File: config.mk
export PLATFORM = sky130hd
export DESIGN_NAME = controller_seq
export DESIGN_NICKNAME = d
export VERILOG_FILES = /design/src/rtl/controller_seq.sv
export SDC_FILE = /design/constraint.sdc
export NUM_CORES = 1
export LEC_CHECK = 0
export ABC_AREA = 1
export BUFFER_PORTS_ARGS = -buffer_cell sky130_fd_sc_hd__buf_4
export CAP_MARGIN = 10
export CORE_AREA = 2 2 39 41
export DETAILED_ROUTE_END_ITERATION = 16
export DIE_AREA = 0 0 41 43
export MAX_ROUTING_LAYER = met4
export PLACE_DENSITY = 0.66
export SLEW_MARGIN = 20
export SYNTH_ARGS = -nofsm -noshare
export SYNTH_HDL_FRONTEND = slang
export SYNTH_SLANG_ARGS = --single-unit
File: constraint.sdc
create_clock -name clk -period 2.35 [get_ports clk]
set_clock_uncertainty 0.15 [all_clocks]
set_input_delay 0 -clock clk [delete_from_list [all_inputs] [get_ports clk]]
set_output_delay 0 -clock clk [all_outputs]
set_load 0.03 [all_outputs]
File: src/rtl/controller_seq.sv
// VeriRisc control unit: owns an 8-phase sequencer and decodes opcode, phase and
// the accumulator zero flag into the datapath/memory strobes.
//
// state     | meaning
// PH_FETCH0 | drive PC address to memory
// PH_ADDR   | memory output enabled, instruction on bus
// PH_IR0    | load instruction register
// PH_IR1    | load IR; holds here until the fetch completes (mem_rdy)
// PH_INC    | increment PC; HLT raises halt and parks the machine
// PH_EX0    | execute, operand address phase
// PH_EX1    | execute, operand/data phase
// PH_EX2    | execute, completion; memory ops hold until mem_rdy
module controller_seq #(
  parameter int OPW     = 3,
  parameter bit WAIT_EN = 1'b1
) (
  input  logic           clk,
  input  logic           rst,
  input  logic           en,
  input  logic [OPW-1:0] opcode,
  input  logic           zero,
  input  logic           mem_rdy,
  input  logic           resume,
  output logic           sel,
  output logic           rd,
  output logic           ld_ir,
  output logic           inc_pc,
  output logic           halt,
  output logic           ld_pc,
  output logic           data_e,
  output logic           ld_ac,
  output logic           wr,
  output logic [2:0]     phase,
  output logic           halted,
  output logic           cycle_done
);

  typedef enum logic [2:0] {
    PH_FETCH0 = 3'd0,
    PH_ADDR   = 3'd1,
    PH_IR0    = 3'd2,
    PH_IR1    = 3'd3,
    PH_INC    = 3'd4,
    PH_EX0    = 3'd5,
    PH_EX1    = 3'd6,
    PH_EX2    = 3'd7
  } phase_t;

  localparam logic [2:0] OP_HLT = 3'd0;
  localparam logic [2:0] OP_SKZ = 3'd1;
  localparam logic [2:0] OP_ADD = 3'd2;
  localparam logic [2:0] OP_AND = 3'd3;
  localparam logic [2:0] OP_XOR = 3'd4;
  localparam logic [2:0] OP_LDA = 3'd5;
  localparam logic [2:0] OP_STO = 3'd6;
  localparam logic [2:0] OP_JMP = 3'd7;

  phase_t     phase_q, phase_d;
  logic       halted_q, halted_d;
  logic       rsvd;
  logic [2:0] op;
  logic       is_alu, is_sto, is_jmp, is_skz, is_hlt;
  logic       stall, advance;

  generate
    if (OPW > 3) begin : g_rsvd
      assign rsvd = |opcode[OPW-1:3];
    end else begin : g_no_rsvd
      assign rsvd = 1'b0;
    end
  endgenerate

  // Reserved opcodes fetch normally but never qualify as any executable class.
  assign op     = opcode[2:0];
  assign is_alu = !rsvd && (op == OP_ADD || op == OP_AND || op == OP_XOR || op == OP_LDA);
  assign is_sto = !rsvd && (op == OP_STO);
  assign is_jmp = !rsvd && (op == OP_JMP);
  assign is_skz = !rsvd && (op == OP_SKZ);
  assign is_hlt = !rsvd && (op == OP_HLT);

  always_comb begin
    phase_d    = phase_q;
    halted_d   = halted_q;
    stall      = 1'b0;
    sel        = 1'b0;
    rd         = 1'b0;
    ld_ir      = 1'b0;
    inc_pc     = 1'b0;
    halt       = 1'b0;
    ld_pc      = 1'b0;
    data_e     = 1'b0;
    ld_ac      = 1'b0;
    wr         = 1'b0;

    if (WAIT_EN && !mem_rdy) begin
      stall = (phase_q == PH_IR1) || (phase_q == PH_EX2 && (is_alu || is_sto));
    end
    advance = en && !halted_q && !stall;

    if (halted_q) begin
      if (resume) begin
        halted_d = 1'b0;
        phase_d  = PH_FETCH0;
      end
    end else if (advance) begin
      phase_d = phase_t'(phase_q + 3'd1);
      if (phase_q == PH_INC && is_hlt) halted_d = 1'b1;
    end

    cycle_done = rst && advance && (phase_q == PH_EX2);

    // Strobes are gated by reset so nothing fires while the async reset is held.
    if (rst && !halted_q) begin
      case (phase_q)
        PH_FETCH0: sel = 1'b1;
        PH_ADDR: begin
          sel = 1'b1;
          rd  = 1'b1;
        end
        PH_IR0, PH_IR1: begin
          sel   = 1'b1;
          rd    = 1'b1;
          ld_ir = 1'b1;
        end
        PH_INC: begin
          inc_pc = 1'b1;
          halt   = is_hlt;
        end
        PH_EX0: rd = is_alu;
        PH_EX1: begin
          rd     = is_alu;
          data_e = is_sto;
          ld_pc  = is_jmp;
          inc_pc = is_skz && zero;
        end
        PH_EX2: begin
          rd     = is_alu;
          ld_ac  = is_alu;
          data_e = is_sto;
          wr     = is_sto;
          ld_pc  = is_jmp;
        end
        default: ;
      endcase
    end
  end

  always_ff @(posedge clk or negedge rst) begin
    if (!rst) begin
      phase_q  <= PH_FETCH0;
      halted_q <= 1'b0;
    end else begin
      phase_q  <= phase_d;
      halted_q <= halted_d;
    end
  end

  assign phase  = phase_q;
  assign halted = halted_q;

endmodule

* Word level (Yosys, flattened, before mapping)
Cells that the tools add are included.
** Cells by class
- Add/sub/neg operators :: 1
- Equal/unequal tests :: 15
- Multiplexer cells :: 26
- Reductions and logical operators :: 24
** Operators with widths (count)
- 3-bit == test (second input constant) :: 8
- 1-bit two-way mux :: 21
- 3-bit by 2-bit == test with 1-bit output (second input constant) :: 4
- 3-bit two-way mux :: 3
- 1-bit logical AND :: 8
- 3-bit by 1-bit == test with 1-bit output (second input constant) :: 2
- 3-bit zero test :: 2
- 3-bit OR reduction :: 2
- 1-bit logical OR :: 5
- 1-bit case mux with 2 select lines :: 2
- 2-bit OR reduction :: 2
- 4-bit OR reduction :: 1
- 3-bit by 1-bit adder with 3-bit output (second input constant) :: 1
- 1-bit zero test :: 2
- 2-bit inequality test (second input constant) :: 1
- 2-bit AND reduction :: 1
- 2-bit nonzero test :: 1
** Word-level totals
- Register bits :: 4
- Input port bits :: 9
- Logic and storage cells :: 68

* Longest topological paths before layout
Gate-level depths: netlist of the first run.
- Depth in word-level cells :: 12
- Mapped depth :: 9

* Worst setup path after synthesis of the first run
OpenSTA, ideal clock, no wires.
- Kind :: register -> output
- From :: register phase_q[0], in the netlist phase[0]
- To :: output port cycle_done
- Arrival time :: 1.771 ns
- Slack :: 0.429 ns
- Cell stages (with the launch flop) :: 8
- Buffers on the path :: 0
- Cells stage by stage :: dfrtp_1 ha_1 ha_1 nand4_1 nand3_2 nand2_4 nand2_4 nor2_1
** Between the ends
- Word-level cells in the longest chain between the ends :: 8
** Ends and longest elaborated chain
- from (decl) :: line 58 : phase_t phase_q, phase_d;
- from (signal assigned) :: line 153 : phase_q <= phase_d;
- 3-bit == test :: line 96, 110
- 1-bit logical AND :: line 96 : stall = (phase_q == PH_IR1) || (phase_q == PH_EX2 && (is_alu || is_sto));
- 1-bit logical OR :: line 96
- 1-bit two-way mux :: line 95 : if (WAIT_EN && !mem_rdy) begin
- 1-bit zero test :: line 98 : advance = en && !halted_q && !stall;
- 1-bit logical AND :: line 98
- 1-bit logical AND :: line 110 : cycle_done = rst && advance && (phase_q == PH_EX2);
- 1-bit logical AND (*) :: line 110
- to (decl) :: line 35 : output logic cycle_done
Every way passes the cells marked *; elsewhere a longest branch is shown, timed or not.

* Final worst setup path of the first run
Same ends and word-level chain as after synthesis.

==> reports/metrics.cfg, run 1 <==
[drt]
drtAntennaViolNets=0
vias=524
route.detailed.drc=0
routed_via_density=4.85
drt_wl_total_um=1190
drt_pass1_iterations=4
drt_iter0_drc=6
routedWlPerCell_um=11.0

[sta]
worstMarginPinSlew_ps=280
finalCritPeriodShare_pct=82.8
fin_setup_tns_ps=0
finalMaxSlewViolations=0
max_slew_margin_pct=81.3
fin_ws_ps=404
fmax_mhz=514
fin_crit_ps=1950
finalHoldViolCount=0
setup_viol=0
rsz0062_at_grt=false

[grt]
grt_overflow=0
first_global_vias=490
antenna_found_initial=0
grt_max_degree=9
grt_usage_pct=16.7
grt_first_pass_wirelength_um=1950

[floorplan]
die-area_um2=1760
fp.coreArea_um2=1380
rows=14
die_h_um=43
io_pins=23
initial_core_util_pct=32.4
die_w_um=41

[placement]
globalplace.congestion=0.784
dpl.hpwl_um=927
placed_cells=101
io_buffers=22
pre_cts_slack_ps=634

[worst_setup_path]
critical_path_class=reg2out
end_kind=primary output
reg2reg_depth=8
critPathRequiredTime_ps=2200
r2r_slack_ps=660
worst_setup_path_start_kind=flip-flop
reg2reg_to=phase[0]
r2r_start=phase[0]
cp.arrival_ps=1800
path_max_fanout=6
startpoint=phase[0]
endpoint=cycle_done

[layout]
multi_input_comb_area_um2=310
final_cell_mix=buf_4, nand2_1, inv_1, nor2_1, ha_1
seqCellArea_um2=100
drive_gt1_share_pct=37.0
layout_commonest_cell=buf_4
fillers=135
nets=109
antenna_cells=0
syn2layout_area_growth_pct=55.3
final_cells=108

[cts]
clock_path_buffers=2
htreeDepth=1
clkTransAtPathRegs_ps=40
cts_sinks=4
cts_tree=yes
post_cts_buffers=0
clkLatencyLatePin_ps=230
cts_root_buf=clkbuf_4
cts-buffers-inserted=3

[flow_run]
drv_cap=0

[pwr]
p_sw_share_pct=51.7
switching_power_uw=348
power.density_nw_per_um2=968
pwr-share-seq_pct=21.3
ir_drop_mv=0.483
p_comb_share_pct=66.5
leakagePower_nw=0.386
clkPwrFrac_pct=12.2
p_int_uw=325

[yosys]
syn_nets=78
synth_area_um2=448
seq_area_frac_synth_pct=22.3
synthDistinctLibCells=18
syn_inst=63
synth_area_per_cell_um2=7.11
synth_seq_cells=4
yosysWarningCount=0

[outcome]
status=completed

[hold_path]
hold_path_class=in2reg

==> cells in the mapped netlist <==
master / n / area, um^2
o22ai_1: 1 / 6.26
inv_1: 8 / 30.0
nand3_2: 2 / 20.0
dfrtp_1: 4 / 100
nor2_4: 1 / 11.3
nand4_1: 3 / 18.8
or2_1: 1 / 6.26
a21oi_1: 3 / 15.0
nand3b_1: 1 / 7.51
ha_1: 6 / 75.1
inv_2: 2 / 7.51
nand2_1: 11 / 41.3
nand3_1: 5 / 25.0
nand2_2: 2 / 12.5
nand2_4: 2 / 22.5
a31oi_1: 1 / 6.26
nor4_1: 2 / 12.5
nor2_1: 8 / 30.0
==> metrics by stage <==
stage / cell area [um^2] / hold WS [ps] / utilization [%] / total power, mW
floorplan: 448 / -446 / - / 0.434
global placement: 633 / -338 / 45.8 / 0.586
detailed placement: 633 / -338 / 45.8 / 0.591
CTS: 696 / 7.98 / 50.3 / 0.687
global route: 696 / 32.2 / 50.3 / 0.737
finish: 696 / 21.7 / 50.3 / 0.673
==> registers in the layout, summed over array words and instances, names as in the netlist <==
name / flops
phase: 3
halted: 1
==> final cells by class <==
class	instances	share of cell area, %
Multi-Input combinational cell	49	44.6
Clock buffer	3	3.24
Inverter	10	5.40
Tap cell	16	2.88
Sequential cell	4	14.4
Timing Repair Buffer	26	29.5
==> how the worst min path moves through the flow <==
stage / from / end / cells past startpoint
global route: opcode[0] / halted / 4
CTS: opcode[0] / halted / 4
floorplan: rst / halted / 0
detailed placement: rst / phase[2] / 1
finish: opcode[0] / halted / 4
global placement: rst / phase[2] / 1
==> routing by layer <==
layer | share of wire [%] | vias up | global-route usage [%] | wire length, um
met1 | 42 | 238 | 20.1 | 496
li1 | - | 268 | - | -
met4 | 0 | 0 | 8.00 | 0
met2 | 52 | 18 | 25.9 | 622
met5 | 0 | - | - | 0
met3 | 6.0 | 0 | 2.62 | 72
==> logic make-up (layout without fill, tap and decap cells) <==
logic type / Yosys count / count (layout) / share of synthesized area (%)
compound gates: 5 / 5 / 6.15
fa+ha+maj: 6 / 6 / 16.8
buf+inv: 10 / 39 / 8.38
flops: 4 / 4 / 22.3
simple gates: 38 / 38 / 46.4
==> what timing repair did <==
item / 4_1_cts / 5_1_grt
gates resized for setup: 0 / 0
hold endpoints to repair: 8 / 0
hold buffers: 4 / 0
==> worst max-delay path, stage by stage, from the launching register on <==
cell and delay (ps):
dfrtp_1 440, ha_1 250, ha_1 220, nand4_1 130, nand3_2 110, nand2_4 80
nand2_4 60, nor2_1 100, buf_4 170
==> power groups by stage <==
stage	Sequential (mW)	Combinational, mW	Clock, mW
2_1_floorplan	0.184	0.250	0
3_3_place_gp	0.144	0.442	0
3_5_place_dp	0.145	0.446	0
4_1_cts	0.145	0.453	0.0883
5_1_grt	0.151	0.495	0.0904
6_report	0.143	0.448	0.0824
(Power assumes the default switching activity.)
==> run 2, diff against run 1 <==
--- a/config.mk
+++ b/config.mk
@@ -12,7 +12,7 @@
 export DETAILED_ROUTE_END_ITERATION = 16
 export DIE_AREA = 0 0 41 43
 export MAX_ROUTING_LAYER = met4
-export PLACE_DENSITY = 0.66
+export PLACE_DENSITY = 0.69
 export SLEW_MARGIN = 20
 export SYNTH_ARGS = -nofsm -noshare
 export SYNTH_HDL_FRONTEND = slang
==> constraint.sdc (replaced) <==
create_clock -name clk -period 1.75 [get_ports clk]
set_clock_uncertainty 0.15 [all_clocks]
set_input_delay 0 -clock clk [delete_from_list [all_inputs] [get_ports clk]]
set_output_delay 0 -clock clk [all_outputs]
set_load 0.03 [all_outputs]
==> run 2 against run 1 <==
Worst hold slack got worse by 4.7 ps; register-to-register slack lost 580 ps; critical endpoint unchanged; die area did not move; clock power is 42% higher; total power grew 56%; combinational power rose by 63%; count of clock-buffer cells in the layout stayed put; sequential power rose by 44%; non-clock buffer count grew 4; via count increased by 4.2%; the run now ends with setup timing left; sequential cell count is the same; critical path type unchanged; first-iteration DRC count rose to 3.5 times the previous value.
==> reports/metrics.cfg, run 2 (synthesis results as in run 1) <==
[layout]
antenna_cells=0  ; unchanged
syn2layout_area_growth_pct=74.0
layout_commonest_cell=buf_4
final_util_pct=56.3  ; +6.1 points
final_cells=112  ; +3.7%
final_area_um2=779  ; +12%
final_cell_mix=buf_4, nand2_1, inv_1, nor2_1, nand3_1
largest_register_ffs=3  ; unchanged
nets=113  ; +3.7%
drive_gt1_share_pct=49.0  ; +12 points

[placement]
place_area_um2=642  ; +1.4%
pre_cts_slack_ps=62.1  ; -572 ps
globalplace.congestion=0.772  ; -1.6%
dpl.hpwl_um=940  ; +1.4%
io_buffers=22  ; unchanged
placed_cells=101  ; unchanged

[grt]
grt_overflow=0  ; unchanged
grt_first_pass_wirelength_um=2240  ; +14%
antenna_found_initial=0  ; unchanged
first_global_vias=514  ; +4.9%
grt_usage_pct=19.2  ; +2.5 points
grt_max_degree=9  ; unchanged

[cts]
htreeDepth=1  ; unchanged
cts-buffers-inserted=3  ; unchanged
cts_sinks=4  ; unchanged
clock_path_buffers=2  ; unchanged
cts_root_buf=clkbuf_4
clkTransAtPathRegs_ps=40  ; about the same
clkLatencyLatePin_ps=240  ; about the same
cts_tree=yes

[sta]
fin_ws_ps=-4.55  ; -408 ps
worstMarginPinSlew_ps=245  ; -34.9 ps
rsz0062_at_grt=true
fin_setup_tns_ps=-4.55  ; -4.55 ps
fin_crit_ps=1750
finalMaxSlewViolations=0  ; unchanged
fmax_mhz=570
whs_ps=17.0  ; -4.69 ps
finalCritPeriodShare_pct=100
setup_viol=1  ; +1
max_slew_margin_pct=83.6  ; +2.3 points
finalHoldViolCount=0  ; unchanged

[pwr]
p_sw_share_pct=50.8  ; -0.88 points
leakagePower_nw=0.401  ; +3.9%
p_int_uw=518  ; +59%
clkPwrFrac_pct=11.1  ; -1.1 points
p_comb_share_pct=69.3  ; +2.8 points
pwr-share-seq_pct=19.6  ; -1.7 points
finalPower_mw=1.05  ; +56%
power.density_nw_per_um2=1350  ; +39%
switching_power_uw=535  ; +54%
ir_drop_mv=0.908  ; +88%

[drt]
route.detailed.drc=0  ; unchanged
drt_wl_total_um=1410  ; +18%
vias=546  ; +4.2%
routedWlPerCell_um=12.5  ; +14%
drtAntennaViolNets=0  ; unchanged
routed_via_density=4.88  ; +0.48%
drt_iter0_drc=21  ; +15
drt_pass1_iterations=5  ; +1

[floorplan]
fp.coreArea_um2=1380  ; unchanged
die_h_um=43  ; unchanged
die_w_um=41  ; unchanged
rows=14  ; unchanged
initial_core_util_pct=32.4  ; unchanged
die-area_um2=1760  ; unchanged
io_pins=23  ; unchanged

[worst_setup_path]
worst_setup_path_start_kind=flip-flop
end_kind=primary output
cp_cell_sequence=ha_4 -> ha_4 -> nand4_1 -> nand3_2 -> nand2_4 -> nand2_4 -> nor2_4 -> buf_6
crit_slowest_cell=dfrtp_2
critical_path_class=reg2out
critPathRequiredTime_ps=1600  ; -600 ps
cp.arrival_ps=1600  ; -200 ps
slowest_delay_ps=430  ; about the same
path_max_fanout=5  ; -1

[outcome]
status=finished with violations
violations=setup timing

[hold_path]
hold_path_class=in2reg

[flow_run]
drv_cap=0  ; unchanged

-- run 2: what timing repair did --
item                                    4_1_cts  5_1_grt
endpoints found under the setup margin        3        4
hold buffers                                  4        0
resized for setup                             9        3
setup buffers                                 3        1
hold endpoints to repair                      8        0
pin swaps                                     3        7
-- run 2: worst max-delay path: cells and delay by family (launching register included) --
family	cells	cell delay (ps)
fa+ha+maj	2	350
buf+inv	1	130
flops	1	430
simple gates	5	460
-- run 2: power groups by stage --
stage	clock network [mW]	logic [mW]	registers (mW)
6_report	0.117	0.729	0.206
5_1_grt	0.126	0.790	0.211
4_1_cts	0.123	0.708	0.200
3_5_place_dp	0	0.610	0.195
3_3_place_gp	0	0.601	0.193
2_1_floorplan	0	0.347	0.248
-- run 2: cell type report --
class,instances,area (um^2)
inverters,10,37.5
repair buffers,30,243
clock buffers,3,22.5
well taps,16,20.0
multi-input cells,49,353
flip-flops and latches,4,104
fillers,134,604
-- run 2: metal layers --
metal  GRT usage (%)  wire length (um)  vias up
li1                -                 -      275
met1            24.0               593      252
met2            28.7               738       15
met3            2.09                43        4
met4            10.7                29        0
met5               -                 0        -
-- run 2: path summary, 6_finish.rpt --
kind,cells past startpoint,end,startpoint,slack (ps)
max in group asynchronous,3,phase[0],rst,700
max reg2reg,9,phase[0],phase[1],80
min,5,phase[1],en,20
min in group asynchronous,3,phase[2],rst,550
max,8,cycle_done,phase[1],-5
min reg2reg,3,phase[0],halted,500
==> run 3, diff against run 2 <==
--- a/config.mk
+++ b/config.mk
@@ -8,11 +8,10 @@
 export ABC_AREA = 1
 export BUFFER_PORTS_ARGS = -buffer_cell sky130_fd_sc_hd__buf_4
 export CAP_MARGIN = 10
-export CORE_AREA = 2 2 39 41
+export CORE_UTILIZATION = 28
 export DETAILED_ROUTE_END_ITERATION = 16
-export DIE_AREA = 0 0 41 43
 export MAX_ROUTING_LAYER = met4
-export PLACE_DENSITY = 0.69
+export PLACE_DENSITY = 0.6
 export SLEW_MARGIN = 20
 export SYNTH_ARGS = -nofsm -noshare
 export SYNTH_HDL_FRONTEND = slang
==> run 3 against run 2 <==
Sequential share of layout area decreased by 0.65 points; critical path type unchanged; design area increased by 5.1%; sequential power increased by 3%; fmax increased by 1.5%; utilization decreased by 1.9 points; the flow now finishes without violations; routed wire length decreased by 7.8%; sequential cell count unchanged; highest routed layer is now met3; non-clock buffer count increased by 2.
==> reports/metrics.cfg, run 3 (synthesis results as in run 1) <==
[pwr]
ir_drop_mv=0.734  ; -19%
power.density_nw_per_um2=1360  ; +1.1%
leakagePower_nw=0.410  ; +2.3%
finalPower_mw=1.12  ; +6.3%

[floorplan]
die-area_um2=1760  ; about the same
rows=14  ; unchanged
die_h_um=42.0  ; -2.3%
fp.coreArea_um2=1510  ; +8.9%
initial_core_util_pct=29.7  ; -2.6 points
io_pins=23  ; unchanged
die_w_um=42.0  ; +2.4%

[sta]
setup_viol=0  ; -1
fin_crit_ps=1730  ; -25.3 ps
whs_ps=27.7  ; +10.7 ps
rsz0062_at_grt=true
finalMaxSlewViolations=0  ; unchanged
finalCritPeriodShare_pct=98.8  ; -1.4 points
worstMarginPinSlew_ps=240  ; -4.81 ps
finalHoldViolCount=0  ; unchanged
fmax_mhz=578  ; +1.5%
max_slew_margin_pct=83.9  ; +0.32 points

[grt]
grt_busiest_layer=met2
grt_usage_pct=16.8  ; -2.4 points
grt.met2_usage_pct=28.7  ; unchanged
grtUsageMet3_pct=3.02  ; +0.92 points
first_global_vias=523  ; +1.8%
grt_first_pass_wirelength_um=2210  ; -0.94%
grt_max_degree=9  ; unchanged
met1_usage_pct=18.8  ; -5.2 points
grt_overflow=0  ; unchanged
antenna_found_initial=0  ; unchanged

[drt]
drt_iter0_drc=12  ; -43%
drt_wl_total_um=1300  ; -7.8%
routedWlPerCell_um=11.4  ; -9.4%
route.detailed.drc=0  ; unchanged
drt_pass1_iterations=4  ; -1
drtAntennaViolNets=0  ; unchanged
vias=553  ; +1.3%
routed_via_density=4.85  ; -0.49%

[worst_setup_path]
cpLargestDelayFamily=flip-flops
path_max_fanout=5  ; unchanged
cp.arrival_ps=1580  ; -20 ps
worst_setup_path_start_kind=flip-flop
critPathRequiredTime_ps=1600  ; about the same
cp_cell_sequence=ha_4 -> ha_4 -> nand4_1 -> nand3_2 -> nand2_4 -> nand2_4 -> nor2_4 -> buf_6
worst-path-stages=8  ; unchanged
slowest_delay_ps=440  ; about the same
reg2reg_to=phase[0]
endpoint=cycle_done
r2r_slack_ps=70  ; about the same
crit_slowest_cell=dfrtp_2
end_kind=primary output
r2r_start=phase[1]
critical_path_class=reg2out
reg2reg_depth=9  ; unchanged
startpoint=phase[1]
crit_buf_inv=1  ; unchanged

[cts]
clkTransAtPathRegs_ps=40  ; about the same
cts-buffers-inserted=3  ; unchanged
htreeDepth=1  ; unchanged
cts_tree=yes
cts_sinks=4  ; unchanged
clkLatencyLatePin_ps=230  ; about the same
cts_root_buf=clkbuf_4
clock_path_buffers=2  ; unchanged

[flow_run]
drv_cap=0  ; unchanged

[hold_path]
hold_path_class=in2reg

[layout]
largest_register_ffs=3  ; unchanged
seqCellArea_um2=104  ; unchanged
multi_input_comb_area_um2=372  ; +5.3%
layout_commonest_cell=buf_4
drive_gt1_share_pct=54.1  ; +5.1 points
final_util_pct=54.4  ; -1.9 points
antenna_cells=0  ; unchanged
nets=115  ; +1.8%
final_cell_mix=buf_4, nand2_1, nor2_1
final_cells=114  ; +1.8%
fillers=142  ; +6.0%
final_area_um2=820  ; +5.1%
syn2layout_area_growth_pct=83.0

[placement]
io_buffers=22  ; unchanged
place_area_um2=642  ; unchanged
globalplace.congestion=0.781  ; +1.2%
placed_cells=101  ; unchanged
dpl.hpwl_um=877  ; -6.6%

[outcome]
status=completed

## run 3: layer usage
layer	part of all wire, %	vias up
li1	-	285
met1	40	248
met2	54	20
met3	5.3	0
met4	0	0
met5	0	-
## run 3: how the worst min path moves through the flow
stage | from | slack [ps] | to | cells past startpoint
final | en | 30 | phase[2] | 5
after global routing | en | 40 | phase[2] | 5
after CTS | en | 8 | phase[2] | 5
after detailed placement | rst | -340 | halted | 1
after global placement | rst | -340 | phase[2] | 1
after floorplan | rst | -450 | halted | 0
## run 3: what timing repair did
action	4_1_cts	5_1_grt
setup buffers	3	2
gates cloned	0	0
gates resized for setup	14	5
endpoints found under the setup margin	3	7
hold buffers	5	0
pin swaps	6	6
hold endpoints to repair	8	0
## run 3: where the power goes
part           switching (mW)  total [mW]  internal, mW
Combinational           0.443       0.794         0.351
Sequential             0.0784       0.213         0.135
Clock                  0.0353       0.112        0.0765
Total                   0.557        1.12         0.562
## run 3: final cells by class
cell class | instances | area share [%]
sequential | 4 | 12.7
multi-input combinational | 49 | 45.3
timing repair buffer | 32 | 32.2
inverter | 10 | 4.58
tap | 16 | 2.44
clock buffer | 3 | 2.75
## run 3: per-stage QoR
stage | TNS (ps) | setup slack, ps
4_1_cts | -14.7 | -7.84
3_3_place_gp | 0 | 94.4
6_report | 0 | 20.8
2_1_floorplan | -243 | -105
3_5_place_dp | 0 | 60.3
5_1_grt | -82.9 | -64.2
## run 3: tightest hold or removal path, delay by kind of cell
family / cells / cell delay [ps]
buffers and inverters: 2 / 180
AND/OR/NAND/NOR: 3 / 180
